==> src/rtl/poly_note_pkg.sv <==
// -----------------------------------------------------------------------------
// poly_note_pkg
// Shared types and default parameter values for the polyphonic note player.
//   ch_state_t   : per-channel state (IDLE / PLAY)
//   DEF_*        : default values for the poly_note_player parameters
// -----------------------------------------------------------------------------
package poly_note_pkg;

  typedef enum logic {
    IDLE = 1'b0,
    PLAY = 1'b1
  } ch_state_t;

  localparam int DEF_NUM_CH   = 4;
  localparam int DEF_CNT_W    = 26;
  localparam int DEF_DUR_W    = 16;
  localparam int DEF_TICK_DIV = 100000;

endpackage

==> src/rtl/note_channel.sv <==
// -----------------------------------------------------------------------------
// note_channel
// One square-wave tone generator with an optional note duration.
// Ports:
//   clk, reset   : clock, asynchronous active-low reset
//   i_load       : load strobe already decoded for this channel
//   i_half       : half-period in clk cycles (0 stops the channel)
//   i_dur        : note length in ticks (0 sustains)
//   i_stop_all   : force IDLE; wins over a simultaneous load
//   i_tick       : duration tick from the shared prescaler
//   o_square     : square wave output, period 2*(half+1) cycles
//   o_active     : 1 while the channel is in PLAY
// -----------------------------------------------------------------------------
module note_channel
  import poly_note_pkg::*;
#(
  parameter int CNT_W = DEF_CNT_W,
  parameter int DUR_W = DEF_DUR_W
) (
  input  logic             clk,
  input  logic             reset,
  input  logic             i_load,
  input  logic [CNT_W-1:0] i_half,
  input  logic [DUR_W-1:0] i_dur,
  input  logic             i_stop_all,
  input  logic             i_tick,
  output logic             o_square,
  output logic             o_active
);

  ch_state_t        r_state;
  logic [CNT_W-1:0] r_half;
  logic [CNT_W-1:0] r_cnt;
  logic [DUR_W-1:0] r_dur;
  logic             r_sq;

  // Priority: stop_all > load > duration expiry > period counting.
  // Giving load precedence over expiry means a reload on the expiring
  // cycle starts the new note instead of being swallowed by the stop.
  always_ff @(posedge clk or negedge reset) begin
    if (!reset) begin
      r_state <= IDLE;
      r_half  <= '0;
      r_cnt   <= '0;
      r_dur   <= '0;
      r_sq    <= 1'b0;
    end else if (i_stop_all) begin
      r_state <= IDLE;
      r_cnt   <= '0;
      r_dur   <= '0;
      r_sq    <= 1'b0;
    end else if (i_load) begin
      r_cnt <= '0;
      r_sq  <= 1'b0;
      if (i_half != '0) begin
        r_state <= PLAY;
        r_half  <= i_half;
        r_dur   <= i_dur;
      end else begin
        r_state <= IDLE;
        r_dur   <= '0;
      end
    end else if (r_state == PLAY) begin
      if (i_tick && (r_dur == DUR_W'(1))) begin
        r_state <= IDLE;
        r_cnt   <= '0;
        r_dur   <= '0;
        r_sq    <= 1'b0;
      end else begin
        // A zero duration never decrements: the note sustains.
        if (i_tick && (r_dur != '0)) begin
          r_dur <= r_dur - DUR_W'(1);
        end
        if (r_cnt == r_half) begin
          r_cnt <= '0;
          r_sq  <= ~r_sq;
        end else begin
          r_cnt <= r_cnt + CNT_W'(1);
        end
      end
    end
  end

  assign o_square = r_sq;
  assign o_active = (r_state == PLAY);

endmodule

==> src/rtl/poly_note_player.sv <==
// -----------------------------------------------------------------------------
// poly_note_player
// NUM_CH independent square-wave tone channels with per-note durations,
// a shared duration prescaler, a popcount mixer and a 1-bit audio output.
// Ports:
//   clk, reset            : clock, asynchronous active-low reset
//   load, load_ch         : command strobe and target channel
//   load_half, load_dur   : half-period (0 = stop) and length in ticks (0 = sustain)
//   stop_all              : silence every channel
//   ch_square, ch_active  : per-channel wave and playing flag
//   mix_level             : registered popcount of ch_square
//   audio_out             : registered single-bit audio
// Build option:
//   POLY_NOTE_PLAYER_PWM_EN : audio_out is PWM of mix_level over NUM_CH slots;
//                             otherwise audio_out is the registered OR of ch_square.
// -----------------------------------------------------------------------------
module poly_note_player
  import poly_note_pkg::*;
#(
  parameter  int NUM_CH   = DEF_NUM_CH,
  parameter  int CNT_W    = DEF_CNT_W,
  parameter  int DUR_W    = DEF_DUR_W,
  parameter  int TICK_DIV = DEF_TICK_DIV,
  localparam int LCH_W    = (NUM_CH > 1) ? $clog2(NUM_CH) : 1,
  localparam int MIX_W    = $clog2(NUM_CH + 1)
) (
  input  logic              clk,
  input  logic              reset,
  input  logic              load,
  input  logic [LCH_W-1:0]  load_ch,
  input  logic [CNT_W-1:0]  load_half,
  input  logic [DUR_W-1:0]  load_dur,
  input  logic              stop_all,
  output logic [NUM_CH-1:0] ch_square,
  output logic [NUM_CH-1:0] ch_active,
  output logic [MIX_W-1:0]  mix_level,
  output logic              audio_out
);

  localparam int PRE_W = $clog2(TICK_DIV);

  logic [PRE_W-1:0]  r_pre;
  logic              w_tick;
  logic [NUM_CH-1:0] w_load;
  logic [NUM_CH-1:0] w_sq;
  logic [NUM_CH-1:0] w_act;
  logic [MIX_W-1:0]  w_pop;
  logic [MIX_W-1:0]  r_mix;
  logic              r_audio;

  // Free-running duration prescaler; tick is high for the last count.
  always_ff @(posedge clk or negedge reset) begin
    if (!reset) begin
      r_pre <= '0;
    end else if (r_pre == PRE_W'(TICK_DIV - 1)) begin
      r_pre <= '0;
    end else begin
      r_pre <= r_pre + PRE_W'(1);
    end
  end

  assign w_tick = (r_pre == PRE_W'(TICK_DIV - 1));

  genvar gi;
  generate
    for (gi = 0; gi < NUM_CH; gi++) begin : g_ch
      // An out-of-range load_ch matches no channel and is dropped.
      assign w_load[gi] = load && (load_ch == LCH_W'(gi));

      note_channel #(
        .CNT_W (CNT_W),
        .DUR_W (DUR_W)
      ) u_ch (
        .clk        (clk),
        .reset      (reset),
        .i_load     (w_load[gi]),
        .i_half     (load_half),
        .i_dur      (load_dur),
        .i_stop_all (stop_all),
        .i_tick     (w_tick),
        .o_square   (w_sq[gi]),
        .o_active   (w_act[gi])
      );
    end
  endgenerate

  always_comb begin
    w_pop = '0;
    for (int i = 0; i < NUM_CH; i++) begin
      w_pop = w_pop + MIX_W'(w_sq[i]);
    end
  end

  always_ff @(posedge clk or negedge reset) begin
    if (!reset) begin
      r_mix <= '0;
    end else begin
      r_mix <= w_pop;
    end
  end

`ifdef POLY_NOTE_PLAYER_PWM_EN
  logic [MIX_W-1:0] r_pwm;

  // PWM slot counter cycles 0..NUM_CH-1 so duty is mix_level/NUM_CH.
  always_ff @(posedge clk or negedge reset) begin
    if (!reset) begin
      r_pwm   <= '0;
      r_audio <= 1'b0;
    end else begin
      if (r_pwm == MIX_W'(NUM_CH - 1)) begin
        r_pwm <= '0;
      end else begin
        r_pwm <= r_pwm + MIX_W'(1);
      end
      r_audio <= (r_pwm < r_mix);
    end
  end
`else
  always_ff @(posedge clk or negedge reset) begin
    if (!reset) begin
      r_audio <= 1'b0;
    end else begin
      r_audio <= |w_sq;
    end
  end
`endif

  assign ch_square = w_sq;
  assign ch_active = w_act;
  assign mix_level = r_mix;
  assign audio_out = r_audio;

endmodule

==> config.mk <==
export PLATFORM = sky130hd
export DESIGN_NAME = poly_note_player
export DESIGN_NICKNAME = d
export VERILOG_FILES = /design/src/rtl/poly_note_pkg.sv /design/src/rtl/note_channel.sv /design/src/rtl/poly_note_player.sv
export SDC_FILE = /design/constraint.sdc
export NUM_CORES = 1
export LEC_CHECK = 0
export BUFFER_PORTS_ARGS = -buffer_cell sky130_fd_sc_hd__buf_2
export CAP_MARGIN = 20
export CELL_PAD_IN_SITES_DETAIL_PLACEMENT = 1
export CELL_PAD_IN_SITES_GLOBAL_PLACEMENT = 2
export CORE_MARGIN = 10
export CORE_UTILIZATION = 42
export CTS_BUF_LIST = sky130_fd_sc_hd__clkbuf_8
export CTS_CLUSTER_DIAMETER = 200
export DETAILED_ROUTE_END_ITERATION = 7
export GPL_TIMING_DRIVEN = 1
export MAX_ROUTING_LAYER = met4
export PLACE_DENSITY_LB_ADDON = 0.1
export SLEW_MARGIN = 25
export SYNTH_ARGS = -nofsm -noshare
export SYNTH_HDL_FRONTEND = slang
export SYNTH_SLANG_ARGS = --single-unit
==> constraint.sdc <==
create_clock -name clk -period 3.25 [get_ports clk]
set_clock_uncertainty 0.05 [all_clocks]
set_input_delay 0.325 -clock clk [delete_from_list [all_inputs] [get_ports clk]]
set_output_delay 0.325 -clock clk [all_outputs]
set_load 0.1 [all_outputs]
# [Yosys cells after proc, flatten, opt, wreduce, memory -nomap -nowiden]
# Cells that the tools add are included.
# Widths: inputs -> output; s select.
[totals] out_inout_bits=12 ff_bits=301
[op_classes] n_eq_ne=12 bitwise=5 muxes=79 n_addsub=12 n_reduce_logical=43
[op_table] op="$mux 26" n=20
[op_table] op="$mux 16" n=21
[op_table] op="$add 26x1->26 const B" n=4
[op_table] op="$eq 26x26->1" n=4
[op_table] op="$eq 16x1->1 const B" n=4
[op_table] op="$reduce_bool 16->1" n=4
[op_table] op="$sub 16x1->16 const B" n=4
[op_table] op="$mux 1" n=37
[op_table] op="$reduce_bool 4->1" n=8
[op_table] op="$reduce_bool 26->1" n=1
[op_table] op="$add 17x1->17 const B" n=1
[op_table] op="$eq 17x17->1 const B" n=1
[op_table] op="$mux 17" n=1
[op_table] op="$reduce_and 2->1" n=8
[op_table] op="$logic_and 1x1->1" n=12
[op_table] op="$reduce_and 3->1" n=4
[op_table] op="$reduce_bool 3->1" n=4
[op_table] op="$not 1->1" n=5
[op_table] op="$eq 2x2->1 const B" n=2
[op_table] op="$reduce_or 4->1" n=1
[op_table] op="$add 2x1->3" n=1
[op_table] op="$add 3x1->3" n=1
[op_table] op="$add 1x1->2" n=1
[op_table] op="$eq 2x1->1 const B" n=1
[op_table] op="$logic_not 2->1" n=1

# [Depth between registers and ports, before layout]
# Gate-level depths: netlist (run 1).
[depth] word_depth=7 mapped_depth=10

# [Modules after synthesis]
# Synthesis (run 1) repeated with hierarchy kept, for this count alone.
[unflattened] hier_cells=1636 area_unflattened_um2=16651.0
[modules_own_cells] mod="note_channel (g_ch[0].u_ch ...)" cells_each=389 area_per_inst_um2=3908.7 n_inst=3 seq_area_each_um2=1751.7
[modules_own_cells] mod="note_channel (g_ch[3].u_ch)" cells_each=374 area_per_inst_um2=3875.0 n_inst=1 seq_area_each_um2=1751.7
[modules_own_cells] mod="poly_note_player" cells_each=95 area_per_inst_um2=1049.8 n_inst=1 seq_area_each_um2=525.5

# [Worst setup path after synthesis (run 1)]
# No wires, ideal clock.
[synth_path] kind="register to register" startpoint="register r_pre[5]" endpoint="register g_ch[2].u_ch.r_dur[8]" path_stages_with_launch=7 slack_ps=488 arrival_ps=2613 cell_sequence="dfrtp_1 -> or4b_4 -> or4_1 -> buf_4 -> a211o_1 -> or4_1 -> a311oi_1"
[synth_between] elab_chain_cells=6 elab_cells_between_ends=9
[synth_lines] element="from (decl)" line_no="poly_note_player.sv:42" rtl="logic [PRE_W-1:0] r_pre;"
[synth_lines] element="from (signal assigned)" line_no="poly_note_player.sv:58" rtl="r_pre <= r_pre + PRE_W'(1);"
[synth_lines] element="$eq 17x17->1 *" line_no="poly_note_player.sv:62" rtl="assign w_tick = (r_pre == PRE_W'(TICK_DIV - 1));"
[synth_lines] element="$logic_and 1x1->1" line_no="note_channel.sv:64" rtl="if (i_tick && (r_dur == DUR_W'(1))) begin"
[synth_lines] element="$mux 16" line_no="note_channel.sv:64"
[synth_lines] element="$mux 16" line_no="note_channel.sv:63" rtl="end else if (r_state == PLAY) begin"
[synth_lines] element="$mux 16" line_no="note_channel.sv:52" rtl="end else if (i_load) begin"
[synth_lines] element="$mux 16" line_no="note_channel.sv:47" rtl="end else if (i_stop_all) begin"
[synth_lines] element="to (signal assigned)" line_no="note_channel.sv:58" rtl="r_dur <= i_dur;"
[synth_lines] element="to (signal assigned)" line_no="note_channel.sv:72" rtl="r_dur <= r_dur - DUR_W'(1);"
[synth_lines] element="to (decl)" line_no="note_channel.sv:34" rtl="logic [DUR_W-1:0] r_dur;"
# Every way passes the cells marked *; elsewhere a longest branch is shown, timed or not. The select of a mux whose other input is x is not followed.
# A chain may end at the register's enable or synchronous reset.

# [Worst setup path in the final report (run 1)]
[layout_path] startpoint="register r_pre[5]" endpoint="register g_ch[0].u_ch.r_dur[2]"
[layout_between] elab_chain_cells=6 elab_cells_between_ends=9
[layout_lines] element="$eq 17x17->1 *" line_no="poly_note_player.sv:62"
[layout_lines] element="$logic_and 1x1->1" line_no="note_channel.sv:64"
[layout_lines] element="$mux 16" line_no="note_channel.sv:64"
[layout_lines] element="$mux 16" line_no="note_channel.sv:63"
[layout_lines] element="$mux 16" line_no="note_channel.sv:52"
[layout_lines] element="$mux 16" line_no="note_channel.sv:47"
[layout_lines] element="to (signal assigned)" line_no="note_channel.sv:58"
[layout_lines] element="to (signal assigned)" line_no="note_channel.sv:72"
[layout_lines] element="to (decl)" line_no="note_channel.sv:34"
# Marked as above.

==> results of run 1 <==
routing by layer:
metal  vias up  GRT usage, %
li1       6683             -
met1      7496         33.18
met2       332         39.82
met3        95         3.551
met4         0         6.916
met5         -             -
cell usage after synthesis (6+ instances only):
cell type	instances	area [µm²]
a211oi_1	6	45.04
a21o_1	9	67.56
a21oi_1	43	215.2
a22o_1	14	122.6
a22oi_1	16	120.1
a31o_2	8	70.07
a31oi_1	34	212.7
a32oi_1	11	96.34
and2_1	9	56.30
and3_1	22	137.6
and4_1	14	122.6
buf_4	9	67.56
clkbuf_1	71	266.5
dfrtp_1	301	7532
ha_1	16	200.2
inv_1	54	202.7
mux2_2	106	1194
nand2_1	144	540.5
nand3_1	84	420.4
nand4_1	60	375.4
nor2_1	149	559.3
nor2b_1	6	37.54
nor3_1	58	290.3
nor3b_1	8	60.06
nor4_1	57	356.6
nor4b_1	8	70.07
o211ai_1	19	142.6
o21ai_0	69	345.3
o22ai_1	24	150.1
o2bb2ai_1	16	140.1
o31ai_1	17	127.6
o41ai_1	6	52.55
or2_2	9	56.30
or3_1	19	118.9
or4_1	12	90.09
xnor2_1	84	735.7
xor2_1	84	735.7
final timing paths:
kind / slack (ns) / from / to / depth (start not counted)
worst max-delay path: 0.18 / r_pre[5] / g_ch[0].u_ch.r_dur[2] / 7
worst min-delay path: 0.05 / load_half[12] / g_ch[3].u_ch.r_half[12] / 2
worst max register to register: 0.18 / r_pre[5] / g_ch[0].u_ch.r_dur[2] / 7
worst min register to register: 0.44 / r_pre[0] / r_pre[0] / 1
max in group asynchronous: 1.87 / reset / g_ch[0].u_ch.r_dur[12] / 3
min in group asynchronous: 0.18 / reset / g_ch[1].u_ch.r_cnt[8] / 2
what timing repair did:
item	4_1_cts	5_1_grt
hold endpoints to repair	165	1
gates resized for setup	0	0
endpoints found under the setup margin	0	0
hold buffers	26	1
per-stage QoR:
| step | hold WS (ns) | power (mW) | utilization (%) | std cells |
|---|---|---|---|---|
| floorplan | -0.02059 | 5.661 | - | 1750 |
| global placement | 0.3391 | 6.312 | 45.24 | 2315 |
| detailed placement | 0.3375 | 6.362 | 45.24 | 2315 |
| CTS | 0.0004601 | 10.40 | 48.88 | 2437 |
| global route | 0.002299 | 10.83 | 48.92 | 2438 |
| finish | 0.04668 | 10.30 | 48.92 | 2438 |
layout by cell type, fill, tap and decap left out, drive strengths merged, types with 24 or more instances in the layout:
cell type / count
o21ai: 72
nand3: 84
nand4: 60
xor2: 84
clkbuf: 71
buf: 127
a21oi: 44
nor3: 58
o22ai: 24
xnor2: 84
a31oi: 34
nand2: 144
nor2: 150
mux2: 106
inv: 65
nor4: 59
dlygate4sd3: 27
dfrtp: 301
flip-flops by register name (all words and copies together) (netlist names):
register / cells
r_pre: 17
mix_level: 3
audio_out: 1
g_ch.u_ch.o_square: 4
g_ch.u_ch.r_dur: 64
g_ch.u_ch.r_cnt: 104
g_ch.u_ch.o_active: 4
g_ch.u_ch.r_half: 104
power by group through the flow:
stage          clock [mW]  sequential (mW)  combinational [mW]
6_report             3.95             4.48                1.87
5_1_grt              4.24             4.52                2.07
4_1_cts              4.05             4.47                1.87
3_5_place_dp            0             4.53                1.83
3_3_place_gp            0             4.52                1.79
2_1_floorplan           0             4.40                1.26
kinds of logic after synthesis:
logic type	share of synthesized area, %
DFF	44.94
muxes	7.420
adders and majority gates	1.314
xor gates and xnor gates	8.778
and+or+nand+nor	21.02
buffers and inverters	3.396
AOI/OAI and AO/OA	13.14
area by class of cell:
cell class                 count  area, µm²  share of cell area [%]
multi-input combinational   1307       8692                   44.82
clock buffer                  71      977.2                   5.039
clock inverter                25      205.2                   1.058
sequential                   301       7532                   38.84
inverter                      55      206.4                   1.065
tap                          525      656.9                   3.387
timing repair buffer         154       1124                   5.794
==> flow_summary.toml, run 1 <==
[outcome]
outcome = "completed"

[clock_network]
numClockSinks = 301
h-tree-depth = 2
clock_latency_ns = 0.68
cts_root_buffer = "clkbuf_8"
cts_buffers = 55
cts_setup_buffers = 0
clock_path_buffers = 3
cts_tree = "done"
clk_pin_slew_worst_paths_ns = 0.07

[global_routing]
grt_overflow = 0
grt_max_degree = 93
grt_usage_pct = 25.14
grt_pass1_wl_um = 92540
antenna_found_initial = 0
grt_pass1_vias = 15380

[floorplanning]
boundaryPins = 60
fp-row-count = 73
die_h_um = 219.8
die_w_um = 219.8
dieArea_um2 = 48300
core_area_um2 = 39640
initial_core_util_pct = 42.29

[setup_path]
cp-end-kind = "register"
cp-start-kind = "register"
crit_chain = "or4b_4 -> or4_1 -> buf_4 -> a211oi_2 -> buf_4 -> o21ai_1 -> o21ai_0"
worstSetupPathType = "register to register"
slowest_delay_ns = 0.75
crit_buf_inv = 2
critPathRequiredTime_ns = 3.75
cp.arrival_ns = 3.58
cpLargestDelayFamily = "simple AND/OR/NAND/NOR gates"
worstPathMaxFanout = 10
cpMostUsedCell = "buf_4"
critPathSlowestCell = "or4_1"

[synth]
yosysUniqueCellTypes = 76
synth_edf_count = 0
synthesis.area_um2 = 16760
synth_seq_area_share_pct = 44.94
syn_inst = 1750
syn_avg_cell_area_um2 = 9.578
synthArstFlopShare_pct = 100.0
synth-seq-cells = 301
synth-main-ff-cell = "dfrtp_1"
syn_nets = 1815
synth-warning-count = 0

[route]
firstDrtPassIters = 5
via_per_inst = 5.991
wl_met3_um = 2306
wl_um = 58030
first_iter_violations = 1047
vias = 14610
routedWlPerCell_um = 23.80
ant_nets = 0
wl_met1_um = 26950
drc = 0
highest_layer = "met4"
wl_met2_um = 27250

[placement]
port_buffers = 59
routabilityCongestion = 0.9277
dpl-instance-area_um2 = 17930
dp_hpwl_um = 41960
detailedPlace.worstSlack_ns = 0.1434

[pwr]
sw_frac_of_total_pct = 30.55
p_switching_mw = 3.146
vdd_drop_max_uv = 307.3
p_per_area_nw_per_um2 = 531.0
p_seq_share_pct = 43.5
p_comb_share_pct = 18.1
p_leak_nw = 8.402
clockPowerShare_pct = 38.4
p_int_mw = 7.152

[timing]
layout_setup_ws_ns = 0.1770
fmaxAchievable_ghz = 0.3254
fin_crit_sh_pct = 94.56
finalHoldViolCount = 0
relSlewSlack_pct = 36.94
setup_viol = 0
tightest_slew_ns = 0.9424
period_needed_ns = 3.073
setup_tns_ns = 0
report.final.slew_viol_count = 0
rsz0062_at_grt = "false"

[min_path]
hp-class = "input port to register"

[layout]
nNetsFinal = 1939
antenna_cells = 0
area_growth_pct = 15.70
nFillCells = 4515
fin_area_um2 = 19390
drive_above_1_share_pct = 18.40

[flow_run]
max-cap-violations = 0
Power figures use the tool's default switching activity.
==> inputs of run 2 (changes only) <==
- CORE_UTILIZATION: 42 -> 41
- CTS_BUF_LIST: sky130_fd_sc_hd__clkbuf_8 -> default
- RECOVER_POWER: default -> 50
==> run 2 against run 1 <==
  * The flow now finishes with violations (capacitance limit, slew limit)
  * First-iteration DRC count is 2.0% higher
  * Non-clock buffer count fell by 27
  * Register-to-register slack better by 0.02 ns
  * Largest power group unchanged
  * Highest routed layer unchanged
==> flow_summary.toml, run 2 (synthesized netlist as in run 1, its figures left out) <==
[global_routing]
grt_usage_pct = 24.28
grt_overflow = 0
grt_pass1_vias = 15220
grt_max_degree = 80
grt_pass1_wl_um = 92730
antenna_found_initial = 0

[pwr]
vdd_drop_max_uv = 324.1
p_leak_nw = 8.239
p_per_area_nw_per_um2 = 555.2
total_power_mw = 10.66

[floorplanning]
die_h_um = 222.2
core_area_um2 = 40650
die_w_um = 222.2
fp-row-count = 74
initial_core_util_pct = 41.24
boundaryPins = 60
dieArea_um2 = 49370

[setup_path]
critPathRequiredTime_ns = 3.66
crit_chain = "or4b_4 -> or4_1 -> buf_4 -> a211o_1 -> or4_1 -> a311oi_1"
cpLargestDelayFamily = "simple AND/OR/NAND/NOR gates"
reg2reg_setup_slack_ns = 0.20
crit_buf_inv = 1
timing.rr.end = "g_ch[2].u_ch.r_dur[8]"
critPathSlowestCell = "or4b_4"
cpMostUsedCell = "or4_1"
cp-start-kind = "register"
slowest_delay_ns = 0.57
worstPathMaxFanout = 10
worstSetupPathType = "register to register"
cp-end-kind = "register"
cp.arrival_ns = 3.46
reg2reg_from = "r_pre[5]"
path_depth = 6
reg2reg_depth = 6

[outcome]
violations = "capacitance limit, slew limit"
outcome = "finished with violations"

[layout]
drive_above_1_share_pct = 17.56
nNetsFinal = 1894
antenna_cells = 0
layout_common_cells = "dfrtp_1 (301), nor2_1 (148), nand2_1 (144)"
nFillCells = 4629
area_growth_pct = 14.53
final_common_cell = "dfrtp_1"
largestRegisters = "g_ch.u_ch.r_cnt (104), g_ch.u_ch.r_half (104), g_ch.u_ch.r_dur (64)"

[clock_network]
cts_tree = "done"
cts_setup_buffers = 0
clock_path_buffers = 3
numClockSinks = 301
clock_latency_ns = 0.57
h-tree-depth = 2
cts_root_buffer = "clkbuf_16"
cts_buffers = 37
clk_pin_slew_worst_paths_ns = 0.06

[placement]
port_buffers = 59
routabilityCongestion = 0.9163
dp_hpwl_um = 42660

[timing]
rsz0062_at_grt = "false"
setup_tns_ns = 0
fin_crit_sh_pct = 93.97
relSlewSlack_pct = -58.66
period_needed_ns = 3.054
report.final.slew_viol_count = 76
setup_viol = 0
tightest_slew_ns = 2.380
finalHoldViolCount = 0
fmaxAchievable_ghz = 0.3274

[flow_run]
max-cap-violations = 1

[route]
ant_nets = 0
vias = 14410
firstDrtPassIters = 5
wl_um = 59150
routedWlPerCell_um = 24.76
first_iter_violations = 1068
drc = 0
via_per_inst = 6.031

[min_path]
whs_path_depth = 2
holdPathEnd = "g_ch[1].u_ch.r_dur[15]"
worstHoldStart = "stop_all"
hp-class = "input port to register"
==> run 2: changes by cell type in the layout (fill, tap and decap cells not counted), moves of 3 or more <==
cell | before | now
buf_4 | 65 | 60
clkbuf_1 | 0 | 6
clkbuf_16 | 0 | 37
clkbuf_8 | 71 | 6
clkinvlp_4 | 0 | 3
dlygate4sd3_1 | 27 | 1
inv_1 | 64 | 54
==> run 2: repair_timing <==
action | in CTS | in global routing
hold endpoints to repair | 71 | 0
gates resized for setup | 0 | 2
endpoints found under the setup margin | 0 | 2
hold buffers | 1 | 0
==> run 2: where the power goes <==
part           switching (mW)  total (mW)  leakage, nW  internal, mW
clock                    1.78        4.34        0.618          2.56
sequential              0.350        4.46         3.96          4.11
combinational            1.03        1.85         3.66         0.822
==> run 2: per-stage QoR <==
| stage | setup WS, ns | hold WS [ns] | utilization, % | cells | area (µm²) |
|---|---|---|---|---|---|
| 2_1_floorplan | 0.4879 | -0.02059 | - | 1750 | 16760 |
| 3_3_place_gp | 0.2782 | 0.3236 | 44.16 | 2321 | 17950 |
| 3_5_place_dp | 0.1636 | 0.3190 | 44.16 | 2321 | 17950 |
| 4_1_cts | 0.1724 | 0.02909 | 47.28 | 2389 | 19220 |
| 5_1_grt | 0.04781 | 0.05348 | 47.23 | 2389 | 19200 |
| 6_report | 0.1960 | 0.04944 | 47.23 | 2389 | 19200 |
==> run 2: worst register-to-register path: cells and delay by family (launching register included) <==
| kind | cells | cell delay (ns) |
|---|---|---|
| compound gates | 2 | 0.66 |
| simple gates | 3 | 1.60 |
| buf+inv | 1 | 0.21 |
| flops | 1 | 0.45 |
==> run 2: cell type report <==
type                       instances  area [µm²]  area share [%]
tap                              532       665.6           3.467
sequential                       301        7532           39.24
multi-input combinational       1307        8696           45.30
clock inverter                    20       234.0           1.219
timing repair buffer             127       839.6           4.373
clock buffer                      47        1023           5.331
inverter                          55       206.4           1.075
==> run 2: worst max-delay path by stage <==
stage	startpoint	to	slack, ns
2_1_floorplan	r_pre[5]	g_ch[2].u_ch.r_dur[8]	0.49
3_3_place_gp	r_pre[5]	g_ch[2].u_ch.r_dur[8]	0.28
3_5_place_dp	r_pre[0]	g_ch[3].u_ch.r_cnt[16]	0.16
5_1_grt	reset	g_ch[1].u_ch.r_cnt[25]	0.05
4_1_cts	r_pre[0]	g_ch[3].u_ch.r_cnt[16]	0.17
6_report	r_pre[5]	g_ch[2].u_ch.r_dur[8]	0.20
==> run 2: metal layers <==
metal | up-vias | global-route usage [%] | part of all wire (%) | routed length (µm)
li1 | 6588 | - | - | -
met1 | 7436 | 32.38 | 47 | 27850
met2 | 296 | 37.91 | 47 | 27680
met3 | 87 | 2.967 | 3.4 | 2002
met4 | 0 | 7.593 | 2.7 | 1618
met5 | - | - | 0 | 0
==> inputs of run 3 (changes only) <==
- CAP_MARGIN: 20 -> default
- PLACE_DENSITY: default -> 0.88
- PLACE_DENSITY_LB_ADDON: 0.1 -> default
==> run 3 against run 2 <==
  * The flow still finishes with violations (capacitance limit, slew limit)
  * Via count grew 1.7%
  * First-iteration DRC count grew 6.9%
  * Power is essentially flat
  * Flip-flop and latch count is the same
  * Critical endpoint is now g_ch[1].u_ch.r_dur[1]
  * Largest power group unchanged
  * Highest routed layer unchanged
==> flow_summary.toml, run 3 (synthesized netlist as in run 1, its figures left out) <==
[outcome]
outcome = "finished with violations"
violations = "capacitance limit, slew limit"

[route]
first_iter_violations = 1142
firstDrtPassIters = 5
ant_nets = 0
wl_um = 58610
via_per_inst = 6.172
routedWlPerCell_um = 24.69
vias = 14650
drc = 0

[timing]
report.final.slew_viol_count = 70
setup_viol = 0
tightest_slew_ns = 1.922
finalHoldViolCount = 0
fin_crit_sh_pct = 93.23
rsz0062_at_grt = "false"
period_needed_ns = 3.030
fmaxAchievable_ghz = 0.3300
relSlewSlack_pct = -28.11
setup_tns_ns = 0

[layout]
area_growth_pct = 14.00
register_area_um2 = 7532
antenna_cells = 0
largestRegisters = "g_ch.u_ch.r_cnt (104), g_ch.u_ch.r_half (104), g_ch.u_ch.r_dur (64)"
nNetsFinal = 1883
layout_common_cells = "dfrtp_1 (301), nor2_1 (146), nand2_1 (144)"
drive_above_1_share_pct = 16.99
nFillCells = 4555
multiInputGateArea_um2 = 8707
final_common_cell = "dfrtp_1"

[global_routing]
grt_overflow = 0
antenna_found_initial = 1
grt_pass1_vias = 15670
grt_max_degree = 75
grt_pass1_wl_um = 92580
grt_usage_pct = 23.91

[setup_path]
worstSetupPathType = "register to register"
cpLargestDelayFamily = "simple AND/OR/NAND/NOR gates"
cp-end-kind = "register"
critPathSlowestCell = "or4_1"
slowest_delay_ns = 0.66
cp-start-kind = "register"
cpMostUsedCell = "nand2_1"
crit_buf_inv = 0
critPathRequiredTime_ns = 3.63
cp.arrival_ns = 3.41
crit_chain = "or4b_4 -> or4_1 -> a311o_1 -> nand2_1 -> nand2_1 -> o31ai_1"
worstPathMaxFanout = 12

[clock_network]
clock_latency_ns = 0.56
cts_buffers = 36
cts_root_buffer = "clkbuf_16"
cts_setup_buffers = 0
cts_tree = "done"
clk_pin_slew_worst_paths_ns = 0.06
numClockSinks = 301
h-tree-depth = 2
clock_path_buffers = 3

[pwr]
total_power_mw = 10.65
p_leak_nw = 8.171
p_per_area_nw_per_um2 = 557.4
vdd_drop_max_uv = 415.9

[floorplanning]
fp-row-count = 74
core_area_um2 = 40650
boundaryPins = 60
dieArea_um2 = 49370
die_h_um = 222.2
initial_core_util_pct = 41.24
die_w_um = 222.2

[placement]
dp_hpwl_um = 41840
port_buffers = 59
routabilityCongestion = 0.9433

[flow_run]
max-cap-violations = 1

[min_path]
hp-class = "input port to register"
==> run 3: cell types whose count changed in the layout (fill, tap and decap cells not counted), moves of 2 or more <==
cell,previous run,this run
buf_2,59,57
clkbuf_8,6,8
clkinv_2,10,4
buf_4,60,52
nor2_2,2,4
nor2_1,148,146
==> run 3: per-stage QoR <==
stage	instances	util (%)	setup slack (ns)	hold slack (ns)	instance area, µm²
global placement	2311	43.96	0.2701	0.2815	17870
CTS	2374	47.03	0.1422	0.06295	19110
finish	2374	47.01	0.2199	0.07638	19110
floorplan	1750	-	0.4879	-0.02059	16760
global route	2374	47.01	0.04270	0.07660	19110
detailed placement	2311	43.98	0.1580	0.2843	17870
==> run 3: worst min-delay path, stage by stage <==
cell,delay [ns]
buf_2,0.13
a21oi_1,0.12
a311oi_1,0.06
==> run 3: what timing repair did <==
item	CTS	global route
endpoints found under the hold margin	67	0
hold buffers	1	0
resized for setup	0	2
endpoints found under the setup margin	0	22
==> run 3: worst paths after layout <==
| kind | cells after the start | slack, ns | to | from |
|---|---|---|---|---|
| worst max-delay path | 6 | 0.22 | g_ch[1].u_ch.r_dur[1] | r_pre[5] |
| worst max register to register | 6 | 0.22 | g_ch[1].u_ch.r_dur[1] | r_pre[5] |
| worst min register to register | 1 | 0.46 | r_pre[0] | r_pre[0] |
| min in group asynchronous | 2 | 0.80 | g_ch[0].u_ch.r_cnt[4] | reset |
| max in group asynchronous | 3 | 0.55 | g_ch[0].u_ch.r_dur[11] | reset |
| worst min-delay path | 3 | 0.08 | g_ch[2].u_ch.r_dur[3] | load_dur[3] |
==> run 3: report_power, final <==
group	internal, mW	switching [mW]
Combinational	0.811	1.07
Sequential	4.11	0.363
Clock	2.55	1.74
==> run 3: routing by layer <==
metal	wire (µm)	vias to the layer above	global-route usage, %	share of wire (%)
met5	0	-	-	0
met4	1432	0	6.517	2.4
met3	2690	96	2.849	4.6
met2	28360	388	38.77	48
met1	26130	7612	31.09	45
li1	-	6556	-	-
==> run 3: layout make-up <==
type,instances,share of cell area [%]
inverters,55,1.080
multi-input cells,1307,45.57
flip-flops and latches,301,39.42
clock inverters,13,1.048
repair buffers,117,4.014
well taps,532,3.484
clock buffers,49,5.389
